==> config.mk <==
export PLATFORM = sky130hd
export DESIGN_NAME = regfile64_n
export DESIGN_NICKNAME = d
export VERILOG_FILES = /design/src/rtl/regfile64_pkg.sv /design/src/rtl/regfile64_n_decoder6to64.sv /design/src/rtl/regfile64_n.sv
export SDC_FILE = /design/constraint.sdc
export NUM_CORES = 1
export LEC_CHECK = 0
export ABC_CLOCK_PERIOD_IN_PS = 3250
export BUFFER_PORTS_ARGS = -buffer_cell sky130_fd_sc_hd__buf_2
export CORE_ASPECT_RATIO = 0.8
export CORE_UTILIZATION = 58
export CTS_CLUSTER_DIAMETER = 80
export CTS_CLUSTER_SIZE = 14
export DETAILED_ROUTE_END_ITERATION = 7
export PLACE_DENSITY = 0.86
export REMOVE_ABC_BUFFERS = 1
export SYNTH_ARGS = -nofsm -noshare
export SYNTH_HDL_FRONTEND = slang
export SYNTH_SLANG_ARGS = --single-unit
==> constraint.sdc <==
create_clock -name clk_i -period 3.25 [get_ports clk_i]
set_input_delay 0.65 -clock clk_i [delete_from_list [all_inputs] [get_ports clk_i]]
set_output_delay 0.65 -clock clk_i [all_outputs]
set_load 0.03 [all_outputs]
==> src/rtl/regfile64_pkg.sv <==
// rtl/regfile64_pkg.sv - shared constants and FSM state type for regfile64_n
package regfile64_pkg;

  localparam int ADDRESS = 6;
  localparam int DEPTH   = 2 ** ADDRESS;

  // Last index visited by a bulk clear, sized to the clear counter
  localparam logic [ADDRESS-1:0] CNT_LAST = ADDRESS'(DEPTH - 1);

  typedef enum logic {
    IDLE  = 1'b0,
    CLEAR = 1'b1
  } state_e;

endpackage

==> src/rtl/regfile64_n_decoder6to64.sv <==
// rtl/regfile64_n_decoder6to64.sv - 6-bit address to 64-bit one-hot write-enable decode
module decoder6to64
  import regfile64_pkg::*;
(
  input  logic [ADDRESS-1:0] addr_i,
  input  logic               en_i,
  output logic [DEPTH-1:0]   onehot_o
);

  // Exactly one bit set when enabled, all zero otherwise
  always_comb begin
    onehot_o = '0;
    if (en_i) onehot_o = DEPTH'(1) << addr_i;
  end

endmodule

==> src/rtl/regfile64_n.sv <==
// rtl/regfile64_n.sv - 64-entry register file with sequenced bulk clear (option: REGFILE64_ZERO0_EN)
module regfile64_n
  import regfile64_pkg::*;
#(
  parameter int n       = 4,
  parameter int address = 6
) (
  input  logic               clk_i,
  input  logic               rst_i,
  input  logic               we_i,
  input  logic [address-1:0] waddr_i,
  input  logic [n-1:0]       wdata_i,
  input  logic               clr_i,
  output logic [n-1:0]       data_o [0:2**address-1],
  output logic               busy_o,
  output logic               done_o,
  output logic               drop_o
);

  state_e             state_q, state_d;
  logic [ADDRESS-1:0] cnt_q, cnt_d;
  logic               done_q, done_d;
  logic               drop_q, drop_d;
  logic               wr_en;
  logic [DEPTH-1:0]   wr_onehot;
  logic [DEPTH-1:0]   wr_mask;
  logic [n-1:0]       mem_q [0:DEPTH-1];

  // A write lands only when idle and not pre-empted by a clear request
  assign wr_en = we_i && (state_q == IDLE) && !clr_i;

  decoder6to64 u_dec (
    .addr_i   (waddr_i),
    .en_i     (wr_en),
    .onehot_o (wr_onehot)
  );

`ifdef REGFILE64_ZERO0_EN
  // Entry 0 is hardwired to zero, so its enable is never allowed through
  assign wr_mask = {wr_onehot[DEPTH-1:1], 1'b0};
`else
  assign wr_mask = wr_onehot;
`endif

  // FSM next state, clear counter and one-cycle status pulses
  always_comb begin
    state_d = state_q;
    cnt_d   = cnt_q;
    done_d  = 1'b0;
    drop_d  = 1'b0;
    unique case (state_q)
      IDLE: begin
        if (clr_i) begin
          state_d = CLEAR;
          cnt_d   = '0;
          drop_d  = we_i;
        end
      end
      CLEAR: begin
        drop_d = we_i;
        if (cnt_q == CNT_LAST) begin
          state_d = IDLE;
          cnt_d   = '0;
          done_d  = 1'b1;
        end else begin
          cnt_d = cnt_q + 1'b1;
        end
      end
      default: begin
        state_d = IDLE;
        cnt_d   = '0;
      end
    endcase
  end

  // FSM, counter and pulse registers; reset aborts a clear with no done pulse
  always_ff @(posedge clk_i) begin
    if (rst_i) begin
      state_q <= IDLE;
      cnt_q   <= '0;
      done_q  <= 1'b0;
      drop_q  <= 1'b0;
    end else begin
      state_q <= state_d;
      cnt_q   <= cnt_d;
      done_q  <= done_d;
      drop_q  <= drop_d;
    end
  end

  // Storage: reset zeroes everything, clear zeroes one entry per cycle, else decoded writes
  always_ff @(posedge clk_i) begin
    if (rst_i) begin
      for (int i = 0; i < DEPTH; i++) mem_q[i] <= '0;
    end else if (state_q == CLEAR) begin
      mem_q[cnt_q] <= '0;
    end else begin
      for (int i = 0; i < DEPTH; i++) begin
        if (wr_mask[i]) mem_q[i] <= wdata_i;
      end
    end
  end

  assign data_o = mem_q;
  assign busy_o = (state_q == CLEAR);
  assign done_o = done_q;
  assign drop_o = drop_q;

endmodule

==> flow_summary.json <==
{
  "outcome": "finished, final reports clean",
  "cp_max_fo": 29,
  "ioPinCount": 273,
  "start_util_pct": 60.3,
  "fp.dieH_um": 126,
  "slew_violations": 0,
  "grt_antenna_before_repair": 0,
  "start_kind": "register",
  "synthArstFlopShare_pct": 0,
  "ys_ff_latch": 265,
  "yosysMostFrequentCell": "dfxtp_1",
  "leakage_nw": 4.97,
  "cp_slowest_cell": "nor4b_4",
  "root_buffer": "clkbuf_16",
  "cts_setup_buffers": 0,
  "cp_cell_sequence": "buf_4, nor4b_4, buf_4, nand2_1, o21ai_0, a211oi_1",
  "critPathKind": "reg -> reg",
  "vias": 11800,
  "place.detailed.hpwl_um": 26700,
  "cap_violations": 0,
  "min_period_over_period_pct": 84.7,
  "wl_per_cell_um": 23.3,
  "fmax_mhz": 363,
  "setup_viol": 0,
  "yosys_warnings": 0,
  "area_growth_syn_to_layout_pct": 17.8,
  "final_antenna_net_count": 0,
  "ctsHoldBuffers": 0,
  "clk_latency_ns": 0.52,
  "hold_violations": 0,
  "dieArea_um2": 19700,
  "crit_path_frequent_cell": "buf_4",
  "nNetsFinal": 1452,
  "fin_skew_ns": 0.0111,
  "numClockSinks": 265,
  "required_ns": 3.61,
  "drc": 0,
  "cts_buffers": 22,
  "rsz0062_at_grt": "false",
  "gp_congestion": 0.981,
  "grt.overflow.total": 0,
  "grt.total_usage_pct": 38.6,
  "clkSlewWorstSetupHoldPaths_ns": 0.07,
  "dieWidth_um": 157,
  "dr.pass1.iters": 5,
  "grt_max_degree": 122,
  "place_ws_ns": 0.618,
  "postSynthCellCount": 1240,
  "syn-cell-area_um2": 11100,
  "powerDensity_nw_per_um2": 469,
  "worstHoldPathType": "in -> reg",
  "final_layout_size_suffix_gt1_share_pct": 25.0,
  "fillers": 1449,
  "ys_seq_area_share_pct": 47.7,
  "netlist_top_cells_area": "dfxtp_1, a211oi_1, a21oi_1",
  "synth_cell_type_count": 66,
  "synth_enable_flop_cells": 0,
  "cts_tree": "yes",
  "portBuffers": 272,
  "syn_avg_cell_area_um2": 8.97,
  "via_per_inst": 6.98,
  "netlist.area_leader.share_pct": 47.7,
  "slowest_delay_ns": 0.63,
  "max_slew_margin_pct": 43.9,
  "finalSetupTns_ns": 0,
  "worstMarginPinSlew_ns": 0.842,
  "grt_first_pass_wirelength_um": 60000,
  "worst_setup_path_end_kind": "register",
  "routed_wl_um": 39400,
  "cts_buffer_depth": 3,
  "synthTopCellsByCount": "dfxtp_1, a211oi_1, a21oi_1",
  "drtIter0Drc": 1581,
  "yosys_most_used_dff": "dfxtp_1",
  "rows": 44,
  "htree_levels": 1,
  "core-area_um2": 18400,
  "fin_crit_ns": 2.75,
  "power_mw": 6.14,
  "finalWorstSetupSlack_ns": 0.498,
  "peakVddDrop_mv": 0.304,
  "cts_resized": 0,
  "whs_ns": 0.432,
  "grt_pass1_vias": 10400,
  "synth_top_area_cell": "dfxtp_1",
  "arrival_ns": 3.11
}
[report_power, final]
| group | total, mW | switching [mW] | internal [mW] |
|---|---|---|---|
| registers | 3.27 | 0.0169 | 3.25 |
| clock network | 2.39 | 1.14 | 1.25 |
| logic | 0.482 | 0.378 | 0.104 |
| total | 6.14 | 1.54 | 4.61 |
[critical path, delay by kind of cell (launching register included)]
kind	cells	cell delay, ns
compound gates	2	0.76
buf+inv	2	0.59
flops	1	0.47
simple gates	2	0.77
[final cells by class]
cell class / count / area [um^2] / share of cell area [%]
multi-input combinational: 822 / 5170 / 39.5
timing repair buffer: 310 / 1670 / 12.7
inverter: 16 / 60.1 / 0.458
sequential: 265 / 5310 / 40.5
clock buffer: 24 / 579 / 4.42
antenna: 2 / 5.00 / 0.0382
tap: 253 / 317 / 2.42
[sequential cells by signal, indices dropped and copies added, names as in the netlist]
name	cells
data_o	256
busy_o	1
done_o	1
drop_o	1
cnt_q	6
[per-stage QoR]
step,cell area (um^2),utilization [%],std cells
6_report,13100,71.1,1692
5_1_grt,13100,71.0,1690
4_1_cts,13100,71.0,1690
3_5_place_dp,12500,67.9,1666
3_3_place_gp,12500,67.9,1666
2_1_floorplan,10500,-,1103
[cell usage in the layout, fill, tap and decap left out, drive strengths merged, types with 4 or more instances in the layout]
cell,count
buf,310
dfxtp,265
a211oi,171
a21oi,134
a31oi,95
nor2,62
nand2,55
nand3,43
o21ai,41
o22ai,32
nor3,24
clkbuf,24
nand2b,23
inv,16
a32oi,12
nor2b,12
a221oi,10
o32ai,10
nor3b,7
and2,7
a32o,6
nand3b,5
nand4,5
nand4b,5
a22o,5
nor4b,5
nor4bb,4
and3b,4
and4b,4
and4bb,4
[kinds of logic (layout without fill, tap and decap cells)]
| family | count (synthesis) | after routing | synth area share [%] |
|---|---|---|---|
| DFF | 265 | 265 | 47.7 |
| AOI/OAI and AO/OA | 535 | 535 | 31.5 |
| other | 0 | 2 | 0 |
| adders and majority gates | 1 | 1 | 0.112 |
| buffers and inverters | 153 | 350 | 6.16 |
| and+or+nand+nor | 286 | 286 | 14.5 |
[path summary, 6_finish.rpt]
| check | startpoint | end | slack [ns] | cells past startpoint |
|---|---|---|---|---|
| setup reg to reg | busy_o | data_o[145] | 0.50 | 6 |
| hold / removal | wdata_i[1] | data_o[49] | 0.43 | 3 |
| setup / recovery | busy_o | data_o[145] | 0.50 | 6 |
| hold reg to reg | data_o[65] | data_o[65] | 0.46 | 2 |
[layer usage]
| layer | vias to the layer above | wire length (um) | GRT usage (%) |
|---|---|---|---|
| met3 | 93 | 5390 | 7.98 |
| met5 | - | 0 | 0 |
| met1 | 5655 | 16200 | 56.9 |
| li1 | 5136 | - | - |
| met4 | 0 | 1070 | 9.98 |
| met2 | 931 | 16800 | 57.2 |
(Power assumes the default switching activity.)
